$ cat src/rtl/aes_pkg.sv
// Shared AES definitions: key-schedule word type, round constants and byte-rotation helpers.
// Used by the key-expansion engine and the cipher round datapath.
package aes_pkg;

  typedef logic [31:0] word_t;

  typedef enum logic {
    ST_IDLE,
    ST_RUN
  } ks_state_e;

  // Index 0 and 11..15 are never selected; padding keeps any 4-bit index in range.
  localparam logic [7:0] RCON [0:15] = '{
    8'h00, 8'h01, 8'h02, 8'h04, 8'h08, 8'h10, 8'h20, 8'h40,
    8'h80, 8'h1b, 8'h36, 8'h00, 8'h00, 8'h00, 8'h00, 8'h00
  };

  function automatic int nr_of(int nk);
    return nk + 6;
  endfunction

  // {b0,b1,b2,b3} -> {b1,b2,b3,b0}, byte 0 in the MSB.
  function automatic word_t rot_word(word_t x);
    return {x[23:0], x[31:24]};
  endfunction

endpackage

$ cat src/rtl/aes_key_expand_seq_if.sv
// Control and round-key stream bundle of the key-expansion engine.
// master = the engine side, slave = the controller / round-key consumer side.
interface aes_key_expand_seq_if #(
  parameter int NK = 4
);
  logic              start;
  logic [32*NK-1:0]  key;
  logic              busy;
  logic              done;
  logic              rk_valid;
  logic              rk_ready;
  logic [127:0]      rk_data;
  logic [3:0]        rk_round;

  modport master (
    input  start, key, rk_ready,
    output busy, done, rk_valid, rk_data, rk_round
  );

  modport slave (
    output start, key, rk_ready,
    input  busy, done, rk_valid, rk_data, rk_round
  );
endinterface

$ cat src/rtl/aes_sbox.sv
// Combinational AES forward S-box (8-bit in, 8-bit out), shared by key schedule and cipher rounds.
module aes_sbox (
  input  logic [7:0] a,
  output logic [7:0] y
);

  localparam logic [0:255][7:0] SBOX = {
    8'h63, 8'h7c, 8'h77, 8'h7b, 8'hf2, 8'h6b, 8'h6f, 8'hc5, 8'h30, 8'h01, 8'h67, 8'h2b, 8'hfe, 8'hd7, 8'hab, 8'h76,
    8'hca, 8'h82, 8'hc9, 8'h7d, 8'hfa, 8'h59, 8'h47, 8'hf0, 8'had, 8'hd4, 8'ha2, 8'haf, 8'h9c, 8'ha4, 8'h72, 8'hc0,
    8'hb7, 8'hfd, 8'h93, 8'h26, 8'h36, 8'h3f, 8'hf7, 8'hcc, 8'h34, 8'ha5, 8'he5, 8'hf1, 8'h71, 8'hd8, 8'h31, 8'h15,
    8'h04, 8'hc7, 8'h23, 8'hc3, 8'h18, 8'h96, 8'h05, 8'h9a, 8'h07, 8'h12, 8'h80, 8'he2, 8'heb, 8'h27, 8'hb2, 8'h75,
    8'h09, 8'h83, 8'h2c, 8'h1a, 8'h1b, 8'h6e, 8'h5a, 8'ha0, 8'h52, 8'h3b, 8'hd6, 8'hb3, 8'h29, 8'he3, 8'h2f, 8'h84,
    8'h53, 8'hd1, 8'h00, 8'hed, 8'h20, 8'hfc, 8'hb1, 8'h5b, 8'h6a, 8'hcb, 8'hbe, 8'h39, 8'h4a, 8'h4c, 8'h58, 8'hcf,
    8'hd0, 8'hef, 8'haa, 8'hfb, 8'h43, 8'h4d, 8'h33, 8'h85, 8'h45, 8'hf9, 8'h02, 8'h7f, 8'h50, 8'h3c, 8'h9f, 8'ha8,
    8'h51, 8'ha3, 8'h40, 8'h8f, 8'h92, 8'h9d, 8'h38, 8'hf5, 8'hbc, 8'hb6, 8'hda, 8'h21, 8'h10, 8'hff, 8'hf3, 8'hd2,
    8'hcd, 8'h0c, 8'h13, 8'hec, 8'h5f, 8'h97, 8'h44, 8'h17, 8'hc4, 8'ha7, 8'h7e, 8'h3d, 8'h64, 8'h5d, 8'h19, 8'h73,
    8'h60, 8'h81, 8'h4f, 8'hdc, 8'h22, 8'h2a, 8'h90, 8'h88, 8'h46, 8'hee, 8'hb8, 8'h14, 8'hde, 8'h5e, 8'h0b, 8'hdb,
    8'he0, 8'h32, 8'h3a, 8'h0a, 8'h49, 8'h06, 8'h24, 8'h5c, 8'hc2, 8'hd3, 8'hac, 8'h62, 8'h91, 8'h95, 8'he4, 8'h79,
    8'he7, 8'hc8, 8'h37, 8'h6d, 8'h8d, 8'hd5, 8'h4e, 8'ha9, 8'h6c, 8'h56, 8'hf4, 8'hea, 8'h65, 8'h7a, 8'hae, 8'h08,
    8'hba, 8'h78, 8'h25, 8'h2e, 8'h1c, 8'ha6, 8'hb4, 8'hc6, 8'he8, 8'hdd, 8'h74, 8'h1f, 8'h4b, 8'hbd, 8'h8b, 8'h8a,
    8'h70, 8'h3e, 8'hb5, 8'h66, 8'h48, 8'h03, 8'hf6, 8'h0e, 8'h61, 8'h35, 8'h57, 8'hb9, 8'h86, 8'hc1, 8'h1d, 8'h9e,
    8'he1, 8'hf8, 8'h98, 8'h11, 8'h69, 8'hd9, 8'h8e, 8'h94, 8'h9b, 8'h1e, 8'h87, 8'he9, 8'hce, 8'h55, 8'h28, 8'hdf,
    8'h8c, 8'ha1, 8'h89, 8'h0d, 8'hbf, 8'he6, 8'h42, 8'h68, 8'h41, 8'h99, 8'h2d, 8'h0f, 8'hb0, 8'h54, 8'hbb, 8'h16
  };

  assign y = SBOX[a];

endmodule

$ cat src/rtl/aes_key_expand_seq.sv
// Sequential AES-128/192/256 key schedule: one key word per cycle from an NK-word sliding window,
// grouped into 128-bit round keys and delivered over a valid/ready stream.
module aes_key_expand_seq
  import aes_pkg::*;
#(
  parameter int NK = 4
) (
  input  logic                 clk,
  input  logic                 reset,
  aes_key_expand_seq_if.master io
);

  localparam int NR     = nr_of(NK);
  localparam int NWORDS = 4 * (NR + 1);
  localparam int IW     = $clog2(NWORDS + 1);

  if (NK != 4 && NK != 6 && NK != 8) begin : g_bad_nk
    $error("aes_key_expand_seq: NK must be 4, 6 or 8");
  end

  ks_state_e state, state_nxt;

  word_t          win [NK];      // win[0] = w[i-NK], win[NK-1] = w[i-1]
  word_t          asm_buf [4];
  logic           asm_full;
  logic [IW-1:0]  widx;
  logic [2:0]     col;           // widx mod NK
  logic [3:0]     rc_idx;        // widx div NK

  logic           rk_valid_q;
  logic [127:0]   rk_data_q;
  logic [3:0]     rk_round_q;
  logic           done_q;

  logic  xfer, out_free, last_xfer, gen_en;
  word_t x_word, sb_in, sb_out, f_word, new_word;

  assign xfer      = rk_valid_q && io.rk_ready;
  assign out_free  = !rk_valid_q || io.rk_ready;
  assign last_xfer = xfer && (rk_round_q == 4'(NR));
  assign gen_en    = (state == ST_RUN) && (widx < IW'(NWORDS)) && (!asm_full || out_free);

  assign x_word = win[NK-1];
  assign sb_in  = (col == 3'd0) ? rot_word(x_word) : x_word;

  for (genvar b = 0; b < 4; b++) begin : g_sbox
    aes_sbox u_sbox (
      .a (sb_in[8*b +: 8]),
      .y (sb_out[8*b +: 8])
    );
  end

  // NOTE: every signal written in always_comb gets a default first, so no path leaves it
  // unassigned and no latch is inferred.
  always_comb begin
    f_word = x_word;
    if (col == 3'd0) begin
      f_word = sb_out ^ {RCON[rc_idx], 24'h0};
    end else if (NK == 8 && col == 3'd4) begin
      f_word = sb_out;
    end
    // The first NK words are the key itself; rotating them through the window leaves
    // w[0..NK-1] in place for the first derived word.
    new_word = (widx < IW'(NK)) ? win[0] : (win[0] ^ f_word);
  end

  always_comb begin
    state_nxt = state;
    case (state)
      ST_IDLE: if (io.start)  state_nxt = ST_RUN;
      ST_RUN:  if (last_xfer) state_nxt = ST_IDLE;
      default: state_nxt = ST_IDLE;
    endcase
  end

  // NOTE: sequential state uses non-blocking assignments so every register samples the
  // pre-edge values regardless of statement order.
  always_ff @(posedge clk) begin
    if (reset) state <= ST_IDLE;
    else       state <= state_nxt;
  end

  // NOTE: the window and assembly buffer are small register arrays, not RAM, so they are
  // cleared by reset like any other flop.
  always_ff @(posedge clk) begin
    if (reset) begin
      for (int j = 0; j < NK; j++) win[j] <= '0;
      for (int j = 0; j < 4; j++)  asm_buf[j] <= '0;
      asm_full   <= 1'b0;
      widx       <= '0;
      col        <= '0;
      rc_idx     <= '0;
      rk_valid_q <= 1'b0;
      rk_data_q  <= '0;
      rk_round_q <= '0;
      done_q     <= 1'b0;
    end else begin
      done_q <= 1'b0;
      if (state == ST_IDLE) begin
        if (io.start) begin
          for (int j = 0; j < NK; j++) win[j] <= io.key[32*(NK-j)-1 -: 32];
          asm_full   <= 1'b0;
          widx       <= '0;
          col        <= '0;
          rc_idx     <= '0;
          rk_valid_q <= 1'b0;
          rk_round_q <= '0;
        end
      end else begin
        if (xfer) begin
          rk_valid_q <= 1'b0;
          if (last_xfer) done_q <= 1'b1;
          else           rk_round_q <= rk_round_q + 4'd1;
        end

        // A parked group leaves as soon as the output frees up; a new word may enter slot 0
        // in the same cycle.
        if (asm_full && out_free) begin
          rk_data_q  <= {asm_buf[0], asm_buf[1], asm_buf[2], asm_buf[3]};
          rk_valid_q <= 1'b1;
          asm_full   <= 1'b0;
        end

        if (gen_en) begin
          for (int j = 0; j < NK - 1; j++) win[j] <= win[j+1];
          win[NK-1] <= new_word;
          widx      <= widx + 1'b1;
          if (col == 3'(NK - 1)) begin
            col    <= '0;
            rc_idx <= rc_idx + 4'd1;
          end else begin
            col <= col + 3'd1;
          end

          if (widx[1:0] == 2'd3) begin
            if (out_free) begin
              rk_data_q  <= {asm_buf[0], asm_buf[1], asm_buf[2], new_word};
              rk_valid_q <= 1'b1;
            end else begin
              asm_buf[3] <= new_word;
              asm_full   <= 1'b1;
            end
          end else begin
            asm_buf[widx[1:0]] <= new_word;
          end
        end
      end
    end
  end

  assign io.busy     = (state == ST_RUN);
  assign io.done     = done_q;
  assign io.rk_valid = rk_valid_q;
  assign io.rk_data  = rk_data_q;
  assign io.rk_round = rk_round_q;

endmodule

$ cat src/flat_wrapper.sv
// flat-port wrapper written by rule: the top's interface ports become plain ports
module aes_key_expand_seq_flat import aes_pkg::*;
#(
  parameter int NK = 4
)
  (clk, reset, io_start, io_key, io_rk_ready, io_busy, io_done, io_rk_valid, io_rk_data, io_rk_round);
  aes_key_expand_seq_if #(.NK(NK)) io_i ();
  input  logic clk;
  input  logic reset;
  input wire logic [$bits(io_i.start)-1:0] io_start;
  input wire logic [$bits(io_i.key)-1:0] io_key;
  input wire logic [$bits(io_i.rk_ready)-1:0] io_rk_ready;
  output wire logic [$bits(io_i.busy)-1:0] io_busy;
  output wire logic [$bits(io_i.done)-1:0] io_done;
  output wire logic [$bits(io_i.rk_valid)-1:0] io_rk_valid;
  output wire logic [$bits(io_i.rk_data)-1:0] io_rk_data;
  output wire logic [$bits(io_i.rk_round)-1:0] io_rk_round;
  assign io_i.start = io_start;
  assign io_i.key = io_key;
  assign io_i.rk_ready = io_rk_ready;
  assign io_busy = io_i.busy;
  assign io_done = io_i.done;
  assign io_rk_valid = io_i.rk_valid;
  assign io_rk_data = io_i.rk_data;
  assign io_rk_round = io_i.rk_round;
  aes_key_expand_seq #(.NK(NK)) u_core (.clk(clk), .reset(reset), .io(io_i));
endmodule
$ cat config.mk
export PLATFORM = sky130hd
export DESIGN_NAME = aes_key_expand_seq_flat
export DESIGN_NICKNAME = d
export VERILOG_FILES = /design/src/rtl/aes_pkg.sv /design/src/rtl/aes_key_expand_seq_if.sv /design/src/rtl/aes_sbox.sv /design/src/rtl/aes_key_expand_seq.sv /design/src/flat_wrapper.sv
export SDC_FILE = /design/constraint.sdc
export NUM_CORES = 2
export LEC_CHECK = 0
export ABC_AREA = 1
export BUFFER_PORTS_ARGS = -buffer_cell sky130_fd_sc_hd__buf_2
export CAP_MARGIN = 20
export CORE_MARGIN = 4
export CORE_UTILIZATION = 50
export DETAILED_ROUTE_END_ITERATION = 10
export PLACE_DENSITY = 0.69
export SYNTH_ARGS = -nofsm -noshare
export SYNTH_HDL_FRONTEND = slang
export SYNTH_SLANG_ARGS = --single-unit
$ cat constraint.sdc
create_clock -name clk -period 18.1 [get_ports clk]
set_input_delay 0.905 -clock clk [delete_from_list [all_inputs] [get_ports clk]]
set_output_delay 0.905 -clock clk [all_outputs]
set_load 0.02 [all_outputs]
==> impl_results.md <==
* Core area at 57600 µm²
* Synth warn at 0
* Status: completed
* Number of global-route vias before repair at 29.4k
* Cells along the critical path: inv_1 > ha_1 > inv_1 > nor2_4 > buf_4 > nor2_1 > a21oi_4 > inv_1 > nand3_1 > nand3_1 > nand3_1 > nand2_1 > nand2_1 > nand3_1 > nand2_1 > nand2_1 > nand2_1 > nand2_1 > o21ai_1 > inv_1
* RSZ-0062 raised after global routing: false
* Main synth FF type: edfxtp_1
* Mapped Nets at 4438
* Clock-pin slew on the worst setup and hold paths at 0.06 ns
* Fillers at 5694
* Wire length per cell at 25.0 µm
* Clock tree from TritonCTS: yes
* FF+latch count, synth at 405
* CTS root buffer: clkbuf_16
* Final cell count without fillers at 5133
* Period utilisation layout at 0.311
* Worst Skew at 0.0588 ns
* GRT overflow at 0
* H-tree depth at 2
* Initial DRC Count at 5840
* Avg Cell Area, Syn at 6.83 µm²
* DIE AREA at 61900 µm²
* Most used cell, CP: nand2_1
* P&R area growth vs syn at 10.1%
* Crit path capture type: flip-flop
* Final Hold Viols at 0
* DRC viols at 0
* Antenna violations before repair at 4
* Die width at 249 µm
* Largest area contributor in the netlist: edfxtp_1
* Slew HR at 0.267
* Post-CTS setup buffers at 0
* Worst-skew pair later-pin latency at 0.61 ns
* Mapped cell area at 29000 µm²
* Number of synthesized flops with an enable pin at 256
* Leakage power at 0.0145 µW
* Die Ht at 249 µm
* Synth async-reset ratio at 0
* # Max-Cap Violations at 0
* Crit path largest cell delay at 0.82 ns
* Detail Placement HPWL at 89800 µm
* Area after DPL at 30400 µm²
* Vias at 33.0k
* Detailed Routing Iterations Pass 1 at 8
* Leading cell type by number of instances after synthesis: nand2_1
* Floorplan row count at 88
* Slew Limit Fails at 0
* Final Setup Violations at 0
* Largest net degree at the start of global routing at 99
* Antenna Nets Post-Route at 0
* Hold buffers post-CTS at 0
* Total negative slack at 0 ns
* Min-Delay Path Class: flip-flop to flip-flop
* Cells after synthesis at 4248
* CTS Buf Count at 43
* Yosys cell types at 56
* Sink Count at 405
* Worst path slowest cell: a21oi_4
* Cell count after placement at 5049
* I/O Pins at 267
* Gpl congestion at 1.08
* Post-synthesis sequential area ratio at 0.368
* Worst Path Required at 18.43 ns
* Delay-heaviest family, CP: simple AND/OR/NAND/NOR gates
* Worst-margin pin slew at 1.10 ns
* Max IR drop VDD at 73.9 µV
* PwrDens at 102 nW/µm²
* WS Path Type: flip-flop to flip-flop
* Max frequency at 178 MHz
* First-pass GRT wire length at 188000 µm
* Layout net count at 4520
* Port-buffer cells at 266
* Post-synth top area share at 0.265
* Clock Path Buffers at 3
* Post-Layout Inst Area at 31900 µm²
* Layout cells sized above 1 at 0.117
* Starting density of the core at 0.504
* Tmin final at 5.63 ns
* Synth top cells by count: nand2_1 (1192), nand3_1 (961), inv_1 (295), edfxtp_1 (256), nor2_1 (249)
* Total track usage at 0.389
* Crit path buf inv count at 5
* Critical Path Fanout Max at 32
* Crit path DAT at 5.96 ns
* Area contributors post-synth: edfxtp_1 (27%), nand3_1 (17%), nand2_1 (15%)
* Vias/cell at 6.43
* Critical path launch point type: flip-flop
* Post_cts resized at 0
* Final wirelength at 128000 µm
-- sequential cells by signal, indices dropped and copies added (netlist names), 3 cells and up --
register            cells
u_core.asm_buf        128
u_core.io.rk_data     128
u_core.win            128
u_core.widx             6
u_core.io.rk_round      4
u_core.rc_idx           4
u_core.col              3
-- power by group --
group,total [µW],leakage [µW],internal [µW],switching [µW]
sequential,1060,0.00395,1030,32.4
clock,920,0.000731,530,390
combinational,1270,0.00982,326,948
-- worst register-to-register path, cell delays in order (launching register included) --
cell	delay, ns
dfxtp_1	0.31
inv_1	0.09
ha_1	0.59
inv_1	0.17
nor2_4	0.53
buf_4	0.39
nor2_1	0.13
a21oi_4	0.82
inv_1	0.84
nand3_1	0.29
nand3_1	0.11
nand3_1	0.18
nand2_1	0.08
nand2_1	0.05
nand3_1	0.09
nand2_1	0.10
nand2_1	0.05
nand2_1	0.07
nand2_1	0.13
o21ai_1	0.31
inv_1	0.09
-- worst paths after layout --
kind	startpoint	endpoint	slack [ns]	cells after the start
worst max-delay path	u_core.col[0]	u_core.asm_buf[3][26]	12.47	20
worst min-delay path	u_core.io.rk_data[43]	u_core.io.rk_data[43]	0.46	2
worst max register to register	u_core.col[0]	u_core.asm_buf[3][26]	12.47	20
worst min register to register	u_core.io.rk_data[43]	u_core.io.rk_data[43]	0.46	2
-- placed cells by master, fill, tap and decap left out, types with 16 or more instances in the layout --
master	instances
nand3_1	961
o21ai_0	152
a22o_1	49
inv_2	32
a31oi_1	18
a32o_1	16
o211ai_1	85
buf_2	265
nand2_2	53
o21ai_1	41
inv_1	294
edfxtp_1	256
ha_1	58
a21oi_1	230
clkbuf_16	45
nor2_1	247
nand4_1	37
nand2_1	1187
dfxtp_1	148
buf_4	42
-- metal layers --
metal	global-route usage	routed length (µm)	vias up
met5	0	24	-
met4	0.179	7690	4
met3	0.0900	16700	511
met2	0.588	54900	2704
met1	0.531	48800	15149
li1	-	-	14662
-- logic make-up (layout without fill, tap and decap cells) --
| logic type | count (synthesis) | in the layout | share of synthesized area |
|---|---|---|---|
| simple gates | 2525 | 2525 | 0.381 |
| compound gates | 658 | 658 | 0.138 |
| buf+inv | 601 | 718 | 0.0879 |
| flops | 405 | 405 | 0.368 |
| fa+ha+maj | 58 | 58 | 0.0250 |
| xor+xnor | 1 | 1 | 0.000302 |
| other cells | 0 | 3 | 0 |
-- stage by stage --
stage / worst slack [ns] / utilization / hold slack (ns) / total power (µW)
finish: 12.47 / 0.554 / 0.459 / 3260
global route: 12.17 / 0.554 / 0.473 / 3370
CTS: 12.66 / 0.554 / 0.461 / 3180
detailed placement: 12.64 / 0.528 / 0.452 / 2270
global placement: 12.65 / 0.528 / 0.446 / 2300
floorplan: 11.91 / - / 0.459 / 1890
-- cell type report --
class | count | area [µm²] | share of cell area
multi-input combinational | 3242 | 15900 | 0.498
tap | 765 | 957 | 0.0300
timing repair buffer | 308 | 1670 | 0.0523
sequential | 405 | 10700 | 0.334
inverter | 330 | 1240 | 0.0390
clock buffer | 66 | 1290 | 0.0406
clock inverter | 14 | 183 | 0.00572
antenna | 3 | 7.51 | 0.000235
(Power assumes the default switching activity.)
